## src/rtl/rename_stage_pkg.sv

```systemverilog
// Shared opcode constants, rename-stage sizing and the renamed-instruction record
// used by the rename stage and its free list.
package rename_stage_pkg;

    localparam logic [6:0] rtype = 7'b0110011;
    localparam logic [6:0] itype = 7'b0010011;
    localparam logic [6:0] lw    = 7'b0000011;
    localparam logic [6:0] sw    = 7'b0100011;

    localparam int ARCH_REGS  = 32;
    localparam int PHYS_REGS  = 64;
    localparam int FREE_DEPTH = 32;
    localparam int AREG_W     = 5;
    localparam int PREG_W     = 6;

    typedef struct packed {
        logic [6:0]        opcode;
        logic [PREG_W-1:0] p_rs1;
        logic [PREG_W-1:0] p_rs2;
        logic [PREG_W-1:0] p_rd;
        logic [PREG_W-1:0] p_old_rd;
        logic [31:0]       imm;
        logic [6:0]        funct7;
        logic [2:0]        funct3;
    } rename_out_t;

    // x0 is never renamed; stores and bubbles have no destination.
    function automatic logic writes_rd(input logic [6:0] opcode, input logic [AREG_W-1:0] rd);
        return ((opcode == rtype) || (opcode == itype) || (opcode == lw)) && (rd != '0);
    endfunction

endpackage

```

## src/rtl/rename_stage_free_list.sv

```systemverilog
// Circular free list of physical registers: up to two pops from the head and two
// pushes at the tail per cycle. Resets holding BASE .. BASE+DEPTH-1 in order.
module free_list
    import rename_stage_pkg::*;
#(
    parameter int DEPTH = FREE_DEPTH,
    parameter int BASE  = ARCH_REGS,
    localparam int PTR_W = $clog2(DEPTH),
    localparam int CNT_W = PTR_W + 1
) (
    input  logic              clk,
    input  logic              rst,
    input  logic [1:0]        pop_cnt,
    input  logic [PREG_W-1:0] push1,
    input  logic [PREG_W-1:0] push2,
    output logic [PREG_W-1:0] head0,
    output logic [PREG_W-1:0] head1,
    output logic [CNT_W-1:0]  count
);

    logic [PREG_W-1:0] mem [DEPTH];
    logic [PTR_W-1:0]  head;
    logic [PTR_W-1:0]  tail;
    logic [PTR_W-1:0]  tail2;
    logic [1:0]        push_n;
    logic [CNT_W-1:0]  count_next;

    always_comb begin
        push_n     = 2'(push1 != '0) + 2'(push2 != '0);
        head0      = mem[head];
        head1      = mem[head + PTR_W'(1)];
        // push2 lands directly at tail when push1 is empty
        tail2      = (push1 != '0) ? tail + PTR_W'(1) : tail;
        count_next = count - CNT_W'(pop_cnt) + CNT_W'(push_n);
    end

    always_ff @(posedge clk or posedge rst) begin
        if (rst) begin
            for (int i = 0; i < DEPTH; i++) begin
                mem[i] <= PREG_W'(BASE + i);
            end
            head  <= '0;
            tail  <= '0;
            count <= CNT_W'(DEPTH);
        end else begin
            if (push1 != '0) begin
                mem[tail] <= push1;
            end
            if (push2 != '0) begin
                mem[tail2] <= push2;
            end
            head  <= head + PTR_W'(pop_cnt);
            tail  <= tail + PTR_W'(push_n);
            count <= count_next;
        end
    end

    a_no_overflow: assert property (@(posedge clk) disable iff (rst)
        (int'(count) + int'(push_n) - int'(pop_cnt)) <= DEPTH);

endmodule

```

## src/rtl/rename_stage.sv

```systemverilog
// Dual-issue rename: RAT lookup with intra-pair bypass, free-list allocation and
// registered outputs feeding the reservation station.
module rename_stage #(
    parameter int ARCH_REGS = rename_stage_pkg::ARCH_REGS,
    parameter int PHYS_REGS = rename_stage_pkg::PHYS_REGS
) (
    input  logic        clk,
    input  logic        reset,
    input  logic [6:0]  in1_opcode,
    input  logic [4:0]  in1_rs1,
    input  logic [4:0]  in1_rs2,
    input  logic [4:0]  in1_rd,
    input  logic [31:0] in1_imm,
    input  logic [6:0]  in1_funct7,
    input  logic [2:0]  in1_funct3,
    input  logic [6:0]  in2_opcode,
    input  logic [4:0]  in2_rs1,
    input  logic [4:0]  in2_rs2,
    input  logic [4:0]  in2_rd,
    input  logic [31:0] in2_imm,
    input  logic [6:0]  in2_funct7,
    input  logic [2:0]  in2_funct3,
    input  logic [5:0]  free_reg1,
    input  logic [5:0]  free_reg2,
    output logic        stall,
    output logic [6:0]  instr1_opcode,
    output logic [5:0]  instr1_p_rs1,
    output logic [5:0]  instr1_p_rs2,
    output logic [5:0]  instr1_p_rd,
    output logic [5:0]  instr1_p_old_rd,
    output logic [31:0] instr1_imm,
    output logic [6:0]  instr1_funct7,
    output logic [2:0]  instr1_funct3,
    output logic [6:0]  instr2_opcode,
    output logic [5:0]  instr2_p_rs1,
    output logic [5:0]  instr2_p_rs2,
    output logic [5:0]  instr2_p_rd,
    output logic [5:0]  instr2_p_old_rd,
    output logic [31:0] instr2_imm,
    output logic [6:0]  instr2_funct7,
    output logic [2:0]  instr2_funct3
);

    import rename_stage_pkg::*;

    localparam int FL_DEPTH = PHYS_REGS - ARCH_REGS;
    localparam int FL_CNT_W = $clog2(FL_DEPTH) + 1;

    logic [PREG_W-1:0]   rat [ARCH_REGS];
    logic                wr1;
    logic                wr2;
    logic                same_rd;
    logic [1:0]          need;
    logic [1:0]          pop_cnt;
    logic [PREG_W-1:0]   head0;
    logic [PREG_W-1:0]   head1;
    logic [PREG_W-1:0]   p_rd1;
    logic [PREG_W-1:0]   p_rd2;
    logic [FL_CNT_W-1:0] count;
    rename_out_t         nxt1;
    rename_out_t         nxt2;
    rename_out_t         out1_q;
    rename_out_t         out2_q;

    always_comb begin
        wr1     = writes_rd(in1_opcode, in1_rd);
        wr2     = writes_rd(in2_opcode, in2_rd);
        same_rd = wr1 && (in2_rd == in1_rd);
        need    = 2'(wr1) + 2'(wr2);
        stall   = FL_CNT_W'(need) > count;
        pop_cnt = stall ? 2'd0 : need;
        p_rd1   = wr1 ? head0 : '0;
        p_rd2   = '0;
        if (wr2) begin
            p_rd2 = wr1 ? head1 : head0;
        end
    end

    always_comb begin
        nxt1 = '0;
        nxt2 = '0;
        if (!stall && (in1_opcode != '0)) begin
            nxt1.opcode   = in1_opcode;
            nxt1.p_rs1    = rat[in1_rs1];
            nxt1.p_rs2    = rat[in1_rs2];
            nxt1.p_rd     = p_rd1;
            nxt1.p_old_rd = wr1 ? rat[in1_rd] : '0;
            nxt1.imm      = in1_imm;
            nxt1.funct7   = in1_funct7;
            nxt1.funct3   = in1_funct3;
        end
        // Instruction 2 sees instruction 1's fresh mapping, not the stale RAT entry.
        if (!stall && (in2_opcode != '0)) begin
            nxt2.opcode   = in2_opcode;
            nxt2.p_rs1    = (wr1 && (in2_rs1 == in1_rd)) ? p_rd1 : rat[in2_rs1];
            nxt2.p_rs2    = (wr1 && (in2_rs2 == in1_rd)) ? p_rd1 : rat[in2_rs2];
            nxt2.p_rd     = p_rd2;
            nxt2.p_old_rd = '0;
            if (wr2) begin
                nxt2.p_old_rd = same_rd ? p_rd1 : rat[in2_rd];
            end
            nxt2.imm      = in2_imm;
            nxt2.funct7   = in2_funct7;
            nxt2.funct3   = in2_funct3;
        end
    end

    // Later nonblocking write wins, so instruction 2 owns a shared rd.
    always_ff @(posedge clk or posedge reset) begin
        if (reset) begin
            for (int i = 0; i < ARCH_REGS; i++) begin
                rat[i] <= PREG_W'(i);
            end
        end else if (!stall) begin
            if (wr1) begin
                rat[in1_rd] <= p_rd1;
            end
            if (wr2) begin
                rat[in2_rd] <= p_rd2;
            end
        end
    end

    always_ff @(posedge clk or posedge reset) begin
        if (reset) begin
            out1_q <= '0;
            out2_q <= '0;
        end else begin
            out1_q <= nxt1;
            out2_q <= nxt2;
        end
    end

    free_list #(
        .DEPTH (FL_DEPTH),
        .BASE  (ARCH_REGS)
    ) u_free_list (
        .clk     (clk),
        .rst     (reset),
        .pop_cnt (pop_cnt),
        .push1   (free_reg1),
        .push2   (free_reg2),
        .head0   (head0),
        .head1   (head1),
        .count   (count)
    );

    assign instr1_opcode   = out1_q.opcode;
    assign instr1_p_rs1    = out1_q.p_rs1;
    assign instr1_p_rs2    = out1_q.p_rs2;
    assign instr1_p_rd     = out1_q.p_rd;
    assign instr1_p_old_rd = out1_q.p_old_rd;
    assign instr1_imm      = out1_q.imm;
    assign instr1_funct7   = out1_q.funct7;
    assign instr1_funct3   = out1_q.funct3;
    assign instr2_opcode   = out2_q.opcode;
    assign instr2_p_rs1    = out2_q.p_rs1;
    assign instr2_p_rs2    = out2_q.p_rs2;
    assign instr2_p_rd     = out2_q.p_rd;
    assign instr2_p_old_rd = out2_q.p_old_rd;
    assign instr2_imm      = out2_q.imm;
    assign instr2_funct7   = out2_q.funct7;
    assign instr2_funct3   = out2_q.funct3;

endmodule

```

## config.mk

```make
export PLATFORM = sky130hd
export DESIGN_NAME = rename_stage
export DESIGN_NICKNAME = d
export VERILOG_FILES = /design/src/rtl/rename_stage_pkg.sv /design/src/rtl/rename_stage_free_list.sv /design/src/rtl/rename_stage.sv
export SDC_FILE = /design/constraint.sdc
export NUM_CORES = 2
export LEC_CHECK = 0
export ABC_CLOCK_PERIOD_IN_PS = 20400
export CAP_MARGIN = 15
export CORE_MARGIN = 3
export CORE_UTILIZATION = 40
export CTS_BUF_LIST = sky130_fd_sc_hd__clkbuf_4
export DETAILED_ROUTE_END_ITERATION = 7
export MAX_ROUTING_LAYER = met4
export PLACE_DENSITY = 0.58
export SYNTH_ARGS = -nofsm -noshare
export SYNTH_HDL_FRONTEND = slang
export SYNTH_HIERARCHICAL = 1
export SYNTH_SLANG_ARGS = --single-unit
```

## constraint.sdc

```tcl
create_clock -name clk -period 20.4 [get_ports clk]
set_input_delay 3.06 -clock clk [delete_from_list [all_inputs] [get_ports clk]]
set_output_delay 3.06 -clock clk [all_outputs]
set_load 0.03 [all_outputs]
```

# ---- Word level (Yosys, flattened, before mapping)
# Cells that the tools add are included.
dict set report op_classes {
  add_sub_neg 8
  bitwise_logic 10
  n_mux 53
  n_reduce_logical 22
  magnitude_cmp 15
  n_eq_ne 9
}
# operator n
set op_table {}
lappend op_table {{two-way mux 192 bit} 5}
lappend op_table {{bitwise mux 192 bit} 4}
lappend op_table {{binary-select mux 6 bit (select 5 bit)} 8}
lappend op_table {{two-way mux 6 bit} 28}
lappend op_table {{two-way mux 73 bit} 2}
lappend op_table {{demux 6 bit (select 5 bit)} 4}
lappend op_table {{>= comparator 6 bit, second input constant} 10}
lappend op_table {{NOT 5 -> 6 bit} 10}
lappend op_table {{less-than comparator 6 x 1 -> 1 bit, second input constant} 4}
lappend op_table {{== test 5 bit} 3}
lappend op_table {{== test 7 x 2 -> 1 bit, second input constant} 2}
lappend op_table {{== test 7 x 5 -> 1 bit, second input constant} 2}
lappend op_table {{== test 7 x 6 -> 1 bit, second input constant} 2}
lappend op_table {{nonzero test 7 bit} 2}
lappend op_table {{nonzero test 6 bit} 2}
lappend op_table {{logical AND 1 bit} 11}
lappend op_table {{adder 5 x 1 -> 5 bit, second input constant} 2}
lappend op_table {{adder 5 x 2 -> 5 bit} 2}
lappend op_table {{nonzero test 5 bit} 2}
lappend op_table {{adder 6 x 2 -> 6 bit} 1}
lappend op_table {{greater-than comparator 2 x 6 -> 1 bit} 1}
lappend op_table {{subtractor 6 x 2 -> 6 bit} 1}
lappend op_table {{two-way mux 5 bit} 1}
lappend op_table {{adder 1 x 1 -> 2 bit} 2}
lappend op_table {{other kinds (3)} 6}
dict set report word_totals {
  inputBits 142
  regBits 546
  wordCells 200
  out_inout_bits 147
}

# ---- Longest topological paths before layout
dict set report logic_depth {
  ltp_word 10
  depth_mapped 23
  ltp_nobuf 19
}

# ---- Cells and area by module
# The synthesis kept the hierarchy.
# module area_per_inst_um2 cells_per_inst instances seq_area_each_um2
set by_module_without_submodules {}
lappend by_module_without_submodules {rename_stage 23009.6 2019 1 8558.2}
lappend by_module_without_submodules {free_list 14351.3 1009 1 5346.4}

# ---- Worst setup path after synthesis
# OpenSTA, ideal clock, no wires.
dict set report synth_path {
  path_type {input -> output}
  from {input in2_rd[3]}
  to {output stall}
  n_path_buf 3
  slack_ps 12118
  arrival_time_ps 5222
  path_stages 11
  required_time_ps 17340
  path_cell_list {clkbuf_1 > or3_1 > buf_2 > nor3_1 > nor2_1 > ha_1 > ha_1 > nor2b_1 > o211ai_2 > inv_2 > buf_2}
}
dict set report synth_via {
  elab_chain_cells 4
}
# item line_no
set synth_rtl {}
lappend synth_rtl {{start: declaration} rename_stage.sv:19} ;# input logic [4:0] in2_rd,
lappend synth_rtl {{nonzero test 5 bit} rename_stage_pkg.sv:29} ;# return ((opcode == rtype) || (opcode == itype) || (opcode == lw)) && (rd != '0);
lappend synth_rtl {{logical AND 1 bit} rename_stage_pkg.sv:29}
lappend synth_rtl {{adder 1 x 1 -> 2 bit} rename_stage.sv:69} ;# need = 2'(wr1) + 2'(wr2);
lappend synth_rtl {{greater-than comparator 2 x 6 -> 1 bit} rename_stage.sv:70} ;# stall = FL_CNT_W'(need) > count;
lappend synth_rtl {{end: declaration} rename_stage.sv:25} ;# output logic stall,
# No other way between the ends.

# ---- Final worst setup path
# Same ends and word-level chain as after synthesis.

==> run metrics <==
status finished, final reports clean; P_sw 2.65 mW; Post-Synth Adder-Cell Area 0.00851; Worst-Margin Slew 1.29 ns; minimum clock period approximately 10 ns; Rel. slew slack 0.140; hold_ws 0.502 ns; aggregate global routing overflow 0; Flop pwr share 0.293; GP Congestion 1.02; Yosys cell types 78; Crit Path Class in -> out; fin nets 3420; asr flop ratio synth 1.00; Wirelength per Cell 33.4 µm; post-synthesis sequential area ratio 0.372; Crit path arrival time 7.08 ns; Max Clock Skew 0.111 ns; Total GRT Usage 0.324; setup TNS 0 ns; Synthesis Warnings 6; met2 Use GR 0.481; maxcap violations 0; Post-CTS Setup Inserts 0; pwr dens around 140 nW/µm²; clk sink count 546; DIE WIDTH 312 µm; final hold violations 0; Post-synth EDFFs 0; part of the power in combinational logic 0.524; detailed-route DRC error count 0; CTS-repair resized insts 0; flops & latches, synth around 550; endpoint class of the critical path output pin; hold crit path type reg -> reg; routed via count between 30000 and 40000; area growth from synthesis to layout 15.5%; synthesized area per cell 12.3 µm²; die area between 90000 and 100000 µm²; mux contribution to synthesized area 0.381; startpoint type of the worst setup path input port; Vias/cell around 6.7; Internal 3.29 mW; clock-pin transition on the worst setup and hold timing paths around 0.06 ns; most frequent cells in the layout mux2_2 (400), mux4_2 (396), dfrtp_1 (352), nand2_1 (344), clkdlybuf4s50_1 (276); number of global-route vias before repair 30966; worst-path fanout max 13; post-route ant nets 0; hold_buf cts 0; initial core utilization 0.406; Post-Synth Simple-Gate Area 0.109; final WL 155000 µm; antenna violations before repair 11; Rows roughly 110; pin count of the biggest net entering global routing 131; share of post-route cells with drive strength above 1 0.412; VDD IR max 0.000161 V; FMAX 0.0986 GHz; Post-Syn Area between 30000 and 40000 µm²; met3 Use GR 0.0966; most common cell after layout, fill and taps aside mux2_2; final core occ 0.469; Worst-Skew Late Latency 1.11 ns; H-tree levels 4; Die Y 312 µm; clock network fraction of design power 0.183; starting DRC count in detailed routing approximately 4700; largest family of logic cells by synthesized area multiplexers; CTS Buf Count about 160; RSZ-0062 raised after global routing no; first-pass GRT wire length 224000 µm; Tcrit/Tclk final 0.497; Final Max Tran Viols 0; Synth Area in Compound Gates 0.0847; # IOs approximately 290; Post-Syn Instances 3028; Data required, critical path between 15 and 20 ns; Core ar. between 90000 and 100000 µm²; port buffer count 288; met1 GRT Util 0.398; Leak 16.2 nW; Syn Nets 3193; Sw Share 0.446; xor/xnor cell area share of the yosys netlist 0.00750; CTS tree done; Synth Flop Type dfrtp_1; Final setup viols 0; drt pass-1 iters 8; CTS Root Cell clkbuf_4; Clock Tree Buf Depth 3; gr busiest metal met2; Filler cells between 8000 and 9000; Detailed Place HPWL 109000 µm
## synth_stat cells, types with 12 or more instances
library cell | n | area (µm²)
mux2_2 | 400 | 4500
mux4_2 | 396 | 8920
dfrtp_1 | 353 | 8830
nand2_1 | 346 | 1300
dfstp_2 | 193 | 5070
clkbuf_1 | 157 | 589
nor2_1 | 100 | 375
o211ai_1 | 94 | 706
o221ai_1 | 92 | 806
buf_2 | 80 | 400
o22ai_1 | 77 | 482
nor3_1 | 63 | 315
and2_1 | 61 | 382
o21ai_0 | 51 | 255
and3_1 | 47 | 294
nand3_1 | 43 | 215
mux2i_1 | 39 | 390
or3_1 | 33 | 206
inv_1 | 30 | 113
a21oi_1 | 29 | 145
nor2b_1 | 28 | 175
buf_1 | 26 | 97.6
ha_1 | 19 | 238
xnor2_1 | 19 | 166
nand3b_1 | 16 | 120
a211oi_1 | 15 | 113
nand2b_1 | 13 | 81.3
nor4_1 | 13 | 81.3
xor2_1 | 13 | 114
a22o_1 | 12 | 105
nor2_2 | 12 | 75.1
## through the flow
stage / area (µm²) / std cells / setup slack [ns] / total power, mW
2_1_floorplan: 37400 / 3028 / 8.11 / 3.58
6_report: 43200 / 4650 / 10.26 / 5.94
4_1_cts: 43100 / 4629 / 10.38 / 5.88
3_5_place_dp: 41000 / 4338 / 10.40 / 4.77
3_3_place_gp: 41000 / 4338 / 10.44 / 4.69
5_1_grt: 43100 / 4648 / 10.21 / 6.12
## power groups by stage
stage               combinational (mW)  clock [mW]  sequential [mW]
global placement                  2.98           0             1.71
finish                            3.11        1.09             1.74
CTS                               3.04        1.11             1.72
global route                      3.18        1.18             1.77
floorplan                         1.92           0             1.66
detailed placement                3.03           0             1.74
## final timing paths
kind	depth (start not counted)	to	slack [ns]	from
worst max-delay path	10	stall	10.26	in2_rd[3]
worst min-delay path	0	rat[190]$_DFFE_PP0N_	0.50	rat[190]$_DFFE_PP0N_
worst max register to register	9	rat[47]$_DFFE_PP0N_	14.64	u_free_list/head[0]$_DFF_PP0_
worst min register to register	0	rat[190]$_DFFE_PP0N_	0.50	rat[190]$_DFFE_PP0N_
max in group asynchronous	5	instr1_imm[10]$_DFF_PP0_	14.95	reset
min in group asynchronous	2	rat[65]$_DFFE_PP0N_	2.57	reset
## critical path, cell delays in order
cell             delay [ns]
clkdlybuf4s50_1        0.62
or3_1                  0.73
nor3_1                 0.43
nor2_1                 0.13
ha_1                   0.26
ha_1                   0.30
nor2b_1                0.24
o211ai_4               0.11
inv_2                  0.36
clkdlybuf4s50_1        0.81
## per-layer routing
metal | wire (µm) | up-vias
met5 | 0 | -
met3 | 18800 | 538
met4 | 10000 | 0
met1 | 56600 | 15965
met2 | 69900 | 2298
li1 | - | 12411
## flip-flops by register name, indices dropped and copies added (netlist names), 7 cells and up
name	count
u_free_list/mem	192
instr2_opcode	7
instr1_funct7	7
instr2_imm	32
instr1_opcode	7
rat	192
instr1_imm	32
instr2_funct7	7
## layout make-up
type	instances	area, µm²	area share
clock inverter	49	275	0.00638
multi-input combinational	2168	22100	0.512
sequential	546	13900	0.322
tap	1243	1560	0.0360
antenna	19	47.5	0.00110
clock buffer	242	1820	0.0421
timing repair buffer	350	3300	0.0765
inverter	33	139	0.00322
## kinds of logic (layout without fill, tap and decap cells)
| logic type | Yosys count | in the layout |
|---|---|---|
| xor+xnor | 32 | 32 |
| buf+inv | 314 | 674 |
| compound gates | 430 | 430 |
| simple gates | 828 | 828 |
| other cells | 0 | 19 |
| fa+ha+maj | 23 | 23 |
| mux | 855 | 855 |
| flops | 546 | 546 |
(Power assumes the default switching activity.)
